### src/rtl/conway_pkg.sv
//------------------------------------------------------------------------------
// conway_pkg : shared state type and default board dimensions
// Revision   : 1.0  initial release
//------------------------------------------------------------------------------
`default_nettype none

package conway_pkg;

    typedef enum logic [1:0] {
        IDLE    = 2'd0,
        COMPUTE = 2'd1,
        COMMIT  = 2'd2
    } gen_state_t;

    localparam int DEFAULT_ROWS  = 8;
    localparam int DEFAULT_GEN_W = 16;

endpackage

`default_nettype wire

### src/rtl/row_decoder.sv
//------------------------------------------------------------------------------
// row_decoder : binary row index to one-hot enable; out-of-range gives zero
// Revision    : 1.0  initial release
//------------------------------------------------------------------------------
`default_nettype none

module row_decoder #(
    parameter int  ROWS  = 8,
    localparam int IDX_W = $clog2(ROWS)
) (
    input  logic             en,
    input  logic [IDX_W-1:0] idx,
    output logic [ROWS-1:0]  onehot
);

    always_comb begin
        onehot = '0;
        for (int i = 0; i < ROWS; i++) begin
            if (en && (idx == IDX_W'(i))) begin
                onehot[i] = 1'b1;
            end
        end
    end

endmodule

`default_nettype wire

### src/rtl/gen_ctrl.sv
//------------------------------------------------------------------------------
// gen_ctrl : Game-of-Life generation sequencer (compute, commit, host loads)
//            Optional generation counter enabled by macro GEN_COUNT_EN.
// Revision : 1.0  initial release
//------------------------------------------------------------------------------
`default_nettype none

module gen_ctrl
    import conway_pkg::*;
#(
    parameter int  ROWS  = DEFAULT_ROWS,
    parameter int  GEN_W = DEFAULT_GEN_W,
    localparam int ROW_W = $clog2(ROWS)
) (
    input  logic             clk,
    input  logic             reset,
    input  logic             start,
    input  logic             run,
    input  logic             host_we,
    input  logic [ROW_W-1:0] host_row,
    output logic             host_ack,
    output logic             busy,
    output logic             done,
    output logic [ROW_W-1:0] row_sel,
    output logic [ROWS-1:0]  shadow_we,
    output logic [ROWS-1:0]  live_we,
    output logic             load_sel
`ifdef GEN_COUNT_EN
    ,
    output logic [GEN_W-1:0] gen_count
`endif
);

    gen_state_t       r_state, w_state_nxt;
    logic [ROW_W-1:0] r_row, w_row_nxt;
    logic             r_pending, w_pending_nxt;
    logic             r_done;
    logic             w_shadow_en;
    logic             w_host_en;
    logic             w_commit;
    logic [ROWS-1:0]  w_host_dec;

    always_comb begin
        w_state_nxt   = r_state;
        w_row_nxt     = r_row;
        w_pending_nxt = r_pending;
        host_ack      = 1'b0;
        row_sel       = '0;
        load_sel      = 1'b0;
        w_shadow_en   = 1'b0;
        w_host_en     = 1'b0;
        w_commit      = 1'b0;

        case (r_state)
            IDLE: begin
                // A host write holds off the generation; a coincident start is remembered.
                if (host_we) begin
                    host_ack  = 1'b1;
                    row_sel   = host_row;
                    load_sel  = 1'b1;
                    w_host_en = 1'b1;
                    if (start) begin
                        w_pending_nxt = 1'b1;
                    end
                end else if (start || run || r_pending) begin
                    w_state_nxt   = COMPUTE;
                    w_row_nxt     = '0;
                    w_pending_nxt = 1'b0;
                end
            end
            COMPUTE: begin
                row_sel     = r_row;
                w_shadow_en = 1'b1;
                if (r_row == ROW_W'(ROWS - 1)) begin
                    w_state_nxt = COMMIT;
                end else begin
                    w_row_nxt = r_row + ROW_W'(1);
                end
            end
            COMMIT: begin
                w_commit    = 1'b1;
                w_row_nxt   = '0;
                w_state_nxt = run ? COMPUTE : IDLE;
            end
            default: begin
                w_state_nxt = IDLE;
            end
        endcase

        // No write strobe may escape while reset is held.
        if (reset) begin
            host_ack    = 1'b0;
            row_sel     = '0;
            load_sel    = 1'b0;
            w_shadow_en = 1'b0;
            w_host_en   = 1'b0;
            w_commit    = 1'b0;
        end
    end

    row_decoder #(.ROWS(ROWS)) u_shadow_dec (
        .en     (w_shadow_en),
        .idx    (r_row),
        .onehot (shadow_we)
    );

    row_decoder #(.ROWS(ROWS)) u_host_dec (
        .en     (w_host_en),
        .idx    (host_row),
        .onehot (w_host_dec)
    );

    assign live_we = w_commit ? {ROWS{1'b1}} : w_host_dec;
    assign busy    = (r_state != IDLE);
    assign done    = r_done;

    always_ff @(posedge clk) begin
        if (reset) begin
            r_state   <= IDLE;
            r_row     <= '0;
            r_pending <= 1'b0;
            r_done    <= 1'b0;
        end else begin
            r_state   <= w_state_nxt;
            r_row     <= w_row_nxt;
            r_pending <= w_pending_nxt;
            r_done    <= (r_state == COMMIT);
        end
    end

`ifdef GEN_COUNT_EN
    logic [GEN_W-1:0] r_gen_count;

    // Any in-range host load starts a new pattern, so the count restarts.
    always_ff @(posedge clk) begin
        if (reset) begin
            r_gen_count <= '0;
        end else if (w_commit) begin
            r_gen_count <= r_gen_count + GEN_W'(1);
        end else if (|w_host_dec) begin
            r_gen_count <= '0;
        end
    end

    assign gen_count = r_gen_count;
`endif

endmodule

`default_nettype wire
### config.mk
export PLATFORM = sky130hd
export DESIGN_NAME = gen_ctrl
export DESIGN_NICKNAME = d
export VERILOG_FILES = /design/src/rtl/conway_pkg.sv /design/src/rtl/row_decoder.sv /design/src/rtl/gen_ctrl.sv
export SDC_FILE = /design/constraint.sdc
export NUM_CORES = 1
export LEC_CHECK = 0
export BUFFER_PORTS_ARGS = -buffer_cell sky130_fd_sc_hd__buf_2
export CORE_MARGIN = 2
export CORE_UTILIZATION = 40
export CTS_CLUSTER_DIAMETER = 40
export DETAILED_ROUTE_END_ITERATION = 16
export PLACE_DENSITY = 0.76
export REMOVE_ABC_BUFFERS = 1
export SLEW_MARGIN = 10
export SYNTH_ARGS = -nofsm -noshare
export SYNTH_HDL_FRONTEND = slang
export SYNTH_HIERARCHICAL = 1
export SYNTH_SLANG_ARGS = --single-unit
### constraint.sdc
create_clock -name clk -period 2 [get_ports clk]
set_clock_uncertainty 0.2 [all_clocks]
set_input_delay 0.1 -clock clk [delete_from_list [all_inputs] [get_ports clk]]
set_output_delay 0.1 -clock clk [all_outputs]
set_load 0.01 [all_outputs]
== Word-level counts from Yosys, hierarchy flattened ==
Cells that the tools add are included.

* Equal/unequal tests: 21
* Reduce and logical (&&, ||, !) cells: 27
* Muxes and demuxes: 39
* $add $sub $neg: 1

{| class="wikitable"
|+ Operator list
! operator !! count
|-
| 2-to-1 mux 1 bit || 27
|-
| equality test 3 bit, second input constant || 8
|-
| logical AND 1 bit || 16
|-
| 2-to-1 mux 3 bit || 5
|-
| equality test 3 x 2 -> 1 bit, second input constant || 4
|-
| inequality test 2 bit, second input constant || 5
|-
| one-hot mux 3 bit (3 select lines) || 1
|-
| 2-to-1 mux 8 bit || 1
|-
| equality test 3 x 1 -> 1 bit, second input constant || 2
|-
| logical NOT 3 bit || 2
|-
| 2-to-1 mux 2 bit || 3
|-
| one-hot mux 2 bit (3 select lines) || 1
|-
| one-hot mux 3 bit (2 select lines) || 1
|-
| AND reduction 3 bit || 2
|-
| AND reduction 4 bit || 1
|-
| nonzero test 2 bit || 2
|-
| adder 3 x 1 -> 3 bit, second input constant || 1
|-
| nonzero test 3 bit || 1
|-
| equality test 2 x 1 -> 1 bit, second input constant || 1
|-
| equality test 2 bit, second input constant || 1
|-
| logical NOT 2 bit || 1
|-
| logical OR 1 bit || 2
|}

* Output and inout bits: 23
* Bits of input ports: 8
* Logic and storage cells: 92
* Flip-flop bits (word level): 7

== Logic depth before layout (Yosys ltp) ==
Gate-level depths: netlist of the first run.

* Depth in word-level cells: 6
* Mapped depth: 6
* Depth with buffers taken out: 5

== Modules after synthesis ==
Netlist of the first run, hierarchy kept.

{| class="wikitable"
|+ By module, submodules not included
! module !! cells an instance !! instances !! area each (um^2) !! seq. area each (um^2)
|-
| gen_ctrl || 54 || 1 || 460.4 || 140.1
|-
| row_decoder || 8 || 2 || 96.3 || 0.0
|}

== Least setup slack after synthesis of the first run ==
OpenSTA, ideal clock, no wires.

* Kind: reg2out
* Start point: reg r_state[1]
* End point: out live_we[3]
* Setup slack: -0.134 ns
* Arrival: 1.834 ns
* Buffers on the path: 1
* Cell stages (with the launch flop): 7
* Data required time: 1.700 ns
* Cell sequence: dfxtp_1 > buf_4 > nor2_1 > inv_1 > nor3b_1 > and4b_2 > or2_1

* Cells in the longest elaborated chain, start to end: 6
* Elaborated cells between the ends (all ways): 9
* Classes of those cells: eq/ne: 1; mux: 6; reduce/logical: 2

{| class="wikitable"
|+ RTL lines
! item !! RTL line !! text
|-
| from (decl) || gen_ctrl.sv:34 || <nowiki>gen_state_t r_state, w_state_nxt;</nowiki>
|-
| from (signal assigned) || gen_ctrl.sv:124 || <nowiki>r_state <= w_state_nxt;</nowiki>
|-
| logical NOT 2 bit || n/a ||
|-
| 2-to-1 mux 1 bit (2 in a row) || n/a ||
|-
| via host_ack || gen_ctrl.sv:21 || <nowiki>output logic host_ack,</nowiki>
|-
| logical AND 1 bit || row_decoder.sv:19 || <nowiki>if (en && (idx == IDX_W'(i))) begin</nowiki>
|-
| 2-to-1 mux 1 bit || row_decoder.sv:19 ||
|-
| via w_host_dec[3] || gen_ctrl.sv:41 || <nowiki>logic [ROWS-1:0] w_host_dec;</nowiki>
|-
| 2-to-1 mux 8 bit || gen_ctrl.sv:113 || <nowiki>assign live_we = w_commit ? {ROWS{1'b1}} : w_host_dec;</nowiki>
|-
| to (decl) || gen_ctrl.sv:26 || <nowiki>output logic [ROWS-1:0] live_we,</nowiki>
|}

The timed path passes the listed nets, and every way through them passes these cells.

== Worst setup path in the final report of the first run ==
* Start point: in reset
* End point: out live_we[1]

* Cells in the longest elaborated chain, start to end: 4
* Elaborated cells between the ends (all ways): 5
* Classes of those cells: mux: 4; reduce/logical: 1

{| class="wikitable"
|+ RTL lines
! item !! RTL line !! text
|-
| from (decl) || gen_ctrl.sv:16 || <nowiki>input logic reset,</nowiki>
|-
| 2-to-1 mux 1 bit || gen_ctrl.sv:91 || <nowiki>if (reset) begin</nowiki>
|-
| logical AND 1 bit || row_decoder.sv:19 ||
|-
| 2-to-1 mux 1 bit || row_decoder.sv:19 ||
|-
| via w_host_dec[1] || gen_ctrl.sv:41 ||
|-
| 2-to-1 mux 8 bit || gen_ctrl.sv:113 ||
|}

The timed path passes the listed nets, and every way through them passes these cells.

==> key figures, run 1 <==
Global route
  • Total congestion overflow: 0
  • Initial antenna violation count: 0
  • Pin count of the biggest net entering global routing: 13
  • GRT Total Usage: between 10% and 20%
  • Vias in the first global route: 668
  • First-pass GRT wire length: about 2800 um

Pwr
  • Comb pwr share: a little under a third
  • Tot Pwr: between 0.3 and 0.4 mW
  • Clock Power Share: roughly a third
  • Sw frac: around 30%
  • Net Switching: around 0.12 mW
  • VDD IR max: between 0.0002 and 0.00025 V
  • Pwr Density: 445 nW/um2
  • Internal power: roughly 0.28 mW
  • Share of power burned in registers: 38.5%
  • Lkg Pwr: roughly 0.47 nW

Final layout
  • Non-filler cells, final: between 100 and 150
  • Area grow syn2layout: 37.5%
  • Layout cells sized above 1: roughly 53%
  • Post-layout util: about three fifths
  • Nets: about 120
  • Number of inserted diodes: 0
  • Final non-filler cell area: between 800 and 900 um2

Clock tree
  • Max H-tree Level: 1
  • CTS max path bufs: 2
  • CTS Buf Count: 3
  • Clk pin slew, worst setup/hold paths: around 50 ps
  • CTS Sinks: 7
  • Root buf cell: clkbuf_4
  • Clock latency on the worst-skew pair: roughly 250 ps
  • CTS tree: done

Timing
  • Pins over their slew limit: 0
  • RSZ-0062 raised after global routing: false
  • Fmax: 523 MHz
  • Endpoints failing setup: 0
  • Hold WS: ~69 ps
  • Tmin final: ~1900 ps
  • Setup TNS Final: 0 ps
  • Worst-Margin Slew: between 300 and 400 ps
  • Hold Violations, Final: 0
  • Crit share post-route: between 90% and 100%
  • Setup WS post-layout: around 88 ps
  • Rel. slew slack: approximately three quarters

Logic synthesis
  • Count of cell types in the netlist: 30
  • Syn. warnings: 6
  • Syn Area/Cell: approximately 9.3 um2
  • Seq/Total Area, Yosys: 21.5%
  • FF+latch count, synth: 7
  • Post-synth EDFFs: 0
  • Async SR Flop Fraction: 0%
  • Ys flop type: dfxtp_1
  • Mapped cell area: around 650 um2
  • Post-synthesis cell count: 70

Place
  • Pre-CTS WS: ~210 ps
  • Routability cong.: ~0.80
  • Port Buffers: 30
  • Placed Area: between 800 and 900 um2
  • Placed insts: 115
  • Detailed Place HPWL: approximately 1200 um

Drt
  • DRT Wirelength: 1630 um
  • Via count: 719
  • WL met2: roughly 770 um
  • Metal3 WL: between 90 and 100 um
  • 1st-iter DRT viols: 12
  • DRT met1 WL: 747 um
  • Vias per cell: roughly 5.8
  • 1st-pass router iterations: 4
  • Post-route ant nets: 0
  • Highest metal used: met4
  • # DRC: 0
  • WL/cell: approximately 13 um

Floorplanning
  • Die height: between 40 and 50 um
  • Rows: 14
  • Initial core utilization: a little over two fifths
  • CORE AREA: 1520 um2
  • Top-level I/O count: 31
  • Die Area: 1970 um2
  • Die Wd: roughly 44 um

Critical path
  • WP data arrival: about 1600 ps
  • Max FO, Critical Path: 9
  • Startpoint Class: input port
  • Worst Setup Path Type: in -> out
  • Critical path required time: between 1500 and 2000 ps
  • Setup crit end kind: output port

Status
  • Status: finished, final reports clean

Min path
  • Min-delay worst type: in -> reg

Flow run
  • Max Cap Viol: 0
==> area by class of cell <==
cell class / instances / area, um2
Inverter: 1 / 3.75
Clock buffer: 4 / 26.3
Fill cell: 136 / 626
Tap cell: 16 / 20.0
Multi-Input combinational cell: 57 / 488
Timing Repair Buffer: 38 / 220
Sequential cell: 7 / 140
==> flip-flops by register name, indices dropped and copies added (netlist names) <==
register,flops
done,1
r_pending,1
r_row,3
r_state,2
==> final timing paths <==
kind              slack, ps  startpoint  depth (start not counted)         end
setup / recovery         90       reset                          7  live_we[1]
hold / removal           70     host_we                          3    r_row[0]
setup reg to reg        210    r_row[1]                          5    r_row[2]
hold reg to reg         350   r_pending                          2   r_pending
==> cells in the final DEF (no fill, tap or decap), drive strengths merged <==
master        n
nor2b         1
or2           8
dlygate4sd3   3
buf          34
a21o          1
ha            2
and4          2
a22oi         3
inv           1
nor3b         2
dfxtp         7
a21oi         1
o211ai        2
or4b          1
clkbuf        5
nor3          6
a32o          2
and2          2
a31oi         1
a211oi        1
and4bb        6
and2b         2
and4b         6
nor4b         2
or3           1
nor2          3
o31ai         1
nand2         1
==> what timing repair did <==
action / 4_1_cts / 5_1_grt
endpoints found under the setup margin: 0 / 16
setup buffers: 0 / 1
hold endpoints to repair: 3 / 0
resized for setup: 0 / 4
hold buffers: 3 / 0
==> logic make-up (layout without fill, tap and decap cells) <==
kind of cell,Yosys count,count (layout),synth area share [%]
compound gates,12,12,14.0
fa+ha+maj,2,2,3.83
buf+inv,6,43,5.94
flops,7,7,21.5
simple gates,43,43,54.8
==> worst max-delay path, cell delays in order <==
cell           delay, ps
dlygate4sd3_1        530
clkbuf_4             200
nor3b_2               60
buf_4                150
and4bb_2             210
or2_1                220
buf_2                140
==> routing by layer <==
| layer | vias up | global-route usage [%] |
|---|---|---|
| li1 | 358 | - |
| met1 | 329 | 24.6 |
| met2 | 29 | 31.2 |
| met3 | 3 | 1.22 |
| met4 | 0 | 10.3 |
| met5 | - | 0 |
==> power by group through the flow <==
| stage | combinational (mW) | clock [mW] | sequential (mW) |
|---|---|---|---|
| final | 0.121 | 0.125 | 0.154 |
| after global routing | 0.134 | 0.137 | 0.154 |
| after CTS | 0.114 | 0.128 | 0.153 |
| after detailed placement | 0.109 | 0 | 0.156 |
| after global placement | 0.105 | 0 | 0.155 |
| after floorplan | 0.0534 | 0 | 0.161 |
==> cells in the mapped netlist, drive strengths merged (2+ instances only) <==
library cell / count / area, um2
dfxtp: 7 / 140
buf: 4 / 31.3
and4: 2 / 20.0
and4b: 6 / 67.6
and4bb: 6 / 75.1
and2b: 2 / 15.0
a22oi: 3 / 22.5
or2: 8 / 50.1
nor4b: 2 / 30.0
nor2: 3 / 11.3
o211ai: 2 / 15.0
nor3: 6 / 30.0
and2: 2 / 12.5
nor3b: 2 / 20.0
a32o: 2 / 20.0
ha: 2 / 25.0
Note: power is estimated with default switching activity, not from simulation.
==> run 2, diff against run 1 <==
- ABC_AREA: unset -> 1
- SETUP_SLACK_MARGIN: unset -> 0.2
==> key figures, run 2 <==
Status
  • Status: finished, final reports clean

Flow run
  • Max Cap Viol: 0

Final layout
  • Non-filler cells, final: approximately 160
  • Max reg flops: 3
  • Largest register by flop count: r_row
  • Top Registers: r_row (3), r_state (2)
  • Post-layout util: between 60% and 70%
  • Number of inserted diodes: 0
  • Commonest cells after routing, fill and taps aside: buf_2 (30), nor2_1 (26), nand2_1 (20)
  • Total area of sequential cells: between 100 and 150 um2
  • Area of the multi-input gates: 438 um2
  • Area grow syn2layout: 42.6%
  • Filler Cells Inserted: 141
  • Layout cells sized above 1: between 40% and 50%
  • Nets: roughly 160
  • Commonest non-fill, non-tap cell in the layout: buf_2

Global route
  • Total congestion overflow: 0
  • Pin count of the biggest net entering global routing: 10
  • Vias in the first global route: approximately 630
  • First-pass GRT wire length: ~2500 um
  • Initial antenna violation count: 0
  • GRT Total Usage: 17.9%

Critical path
  • Worst Setup Path Type: reg -> out
  • Critical path required time: between 1500 and 2000 ps
  • Worst-path cell chain: inv_1, nor2_4, inv_1, nor2_4, nand2_2, nor2_1, buf_2
  • Startpoint Class: register
  • WP data arrival: around 1400 ps
  • CP max stage delay: approximately 370 ps
  • Max FO, Critical Path: 5
  • Setup crit end kind: output port
  • Slowest CP cell: dfxtp_4
  • Worst R2R Setup Slack: approximately 430 ps

Logic synthesis
  • Most instantiated cells after synthesis: nor2_1 (28), nand2_1 (24), inv_1 (17)
  • Area contributors post-synth: dfxtp_1 (22%), nor2_1 (17%), nand2_1 (14%)
  • Mapped cell area: 632 um2
  • Count of cell types in the netlist: 17
  • Cell taking the most area after synthesis: dfxtp_1
  • Async SR Flop Fraction: 0%
  • Ys flop type: dfxtp_1
  • Syn. warnings: 6
  • Post-synth EDFFs: 0
  • Count leader, synth: nor2_1
  • Seq/Total Area, Yosys: 22.2%
  • FF+latch count, synth: 7
  • Post-synthesis cell count: ~110
  • Syn Area/Cell: ~5.9 um2
  • Area share of the largest cell type after synthesis: 22.2%

Timing
  • Worst-Margin Slew: 215 ps
  • Crit share post-route: a little under nine tenths
  • Setup TNS Final: 0 ps
  • Hold Violations, Final: 0
  • Rel. slew slack: 85.6%
  • Fmax: around 580 MHz
  • RSZ-0062 raised after global routing: true
  • Pins over their slew limit: 0
  • Endpoints failing setup: 0
  • Tmin final: 1720 ps
  • Setup WS post-layout: 278 ps

Drt
  • 1st-pass router iterations: 5
  • Via count: between 700 and 800
  • # DRC: 0
  • DRT Wirelength: around 1800 um
  • Post-route ant nets: 0
  • WL/cell: around 11 um
  • 1st-iter DRT viols: 7
  • Vias per cell: 4.83

Place
  • Detailed Place HPWL: roughly 1300 um
  • Pre-CTS WS: approximately 330 ps
  • Port Buffers: 30
  • Routability cong.: between 0.8 and 0.9
  • Placed insts: between 150 and 200

Pwr
  • VDD IR max: 0.000186 V
  • Pwr Density: ~480 nW/um2
  • Lkg Pwr: about 0.52 nW
  • Tot Pwr: between 0.4 and 0.5 mW

Floorplanning
  • Top-level I/O count: 31
  • Die height: 43.7 um
  • Rows: 14
  • CORE AREA: about 1500 um2
  • Initial core utilization: 42.4%
  • Die Wd: approximately 44 um
  • Die Area: around 1900 um2

Clock tree
  • CTS tree: done
  • CTS Buf Count: 3
  • Max H-tree Level: 1
  • CTS max path bufs: 2
  • Clock latency on the worst-skew pair: ~260 ps
  • Clk pin slew, worst setup/hold paths: approximately 60 ps
  • CTS Sinks: 7
  • Root buf cell: clkbuf_4

Min path
  • Min-delay worst type: in -> reg
-- run 2: cell types whose count changed in the layout (fill, tap and decap cells not counted), moves of 4 or more --
cell      delta
nor2_4       +5
and4bb_2     -6
and4b_2      -6
nand2_1     +19
nand2_2      +4
nor2_1      +24
inv_1       +16
or2_2        +8
or2_1        -8
-- run 2: report_power, final --
part           switching (mW)  internal [mW]  total [mW]
clock                  0.0557         0.0764       0.132
sequential             0.0133          0.147       0.161
combinational          0.0802         0.0561       0.136
total                   0.149          0.280       0.429
-- run 2: routing by layer --
layer  routed length (um)  up-vias  global-route usage [%]
li1                     -      397                       -
met1                  677      342                    18.6
met2                  955       33                    33.8
met3                  114        5                    2.92
met4                   28        0                    9.09
met5                    0        -                       0
-- run 2: cell families after synthesis --
logic type / synth area share (%)
adders and majority gates: 3.96
and+or+nand+nor: 56.0
buffers and inverters: 12.5
DFF: 22.2
AOI/OAI and AO/OA: 5.35
-- run 2: final timing paths --
kind	startpoint	to	cells past startpoint
max	r_state[0]	shadow_we[5]	7
max reg2reg	r_row[0]	r_row[1]	6
min	host_we	r_pending	3
min reg2reg	r_pending	r_pending	2
-- run 2: area by class of cell --
| cell class | instances | area share (%) |
|---|---|---|
| clock buffers | 4 | 2.92 |
| inverters | 17 | 7.08 |
| multi-input cells | 81 | 48.6 |
| flip-flops and latches | 7 | 16.4 |
| well taps | 16 | 2.22 |
| repair buffers | 36 | 22.8 |
-- run 2: through the flow --
step	cell area [um2]	hold WS, ps
final	901	25.2
after global routing	901	43.2
after CTS	856	24.0
after detailed placement	787	214
after global placement	787	217
after floorplan	617	-28.4
-- run 2: timing repair --
action / in CTS / in global routing
endpoints found under the hold margin: 4 / 0
setup endpoints to repair: 16 / 16
pin swaps: 1 / 3
gates resized for setup: 3 / 10
setup buffers: 1 / 2
cloned: 0 / 0
hold buffers: 3 / 0
-- run 2: worst max-delay path: cells and delay by family (launching register included) --
family / cells / cell delay, ps
simple gates: 4 / 470
flops: 1 / 370
buf+inv: 3 / 320
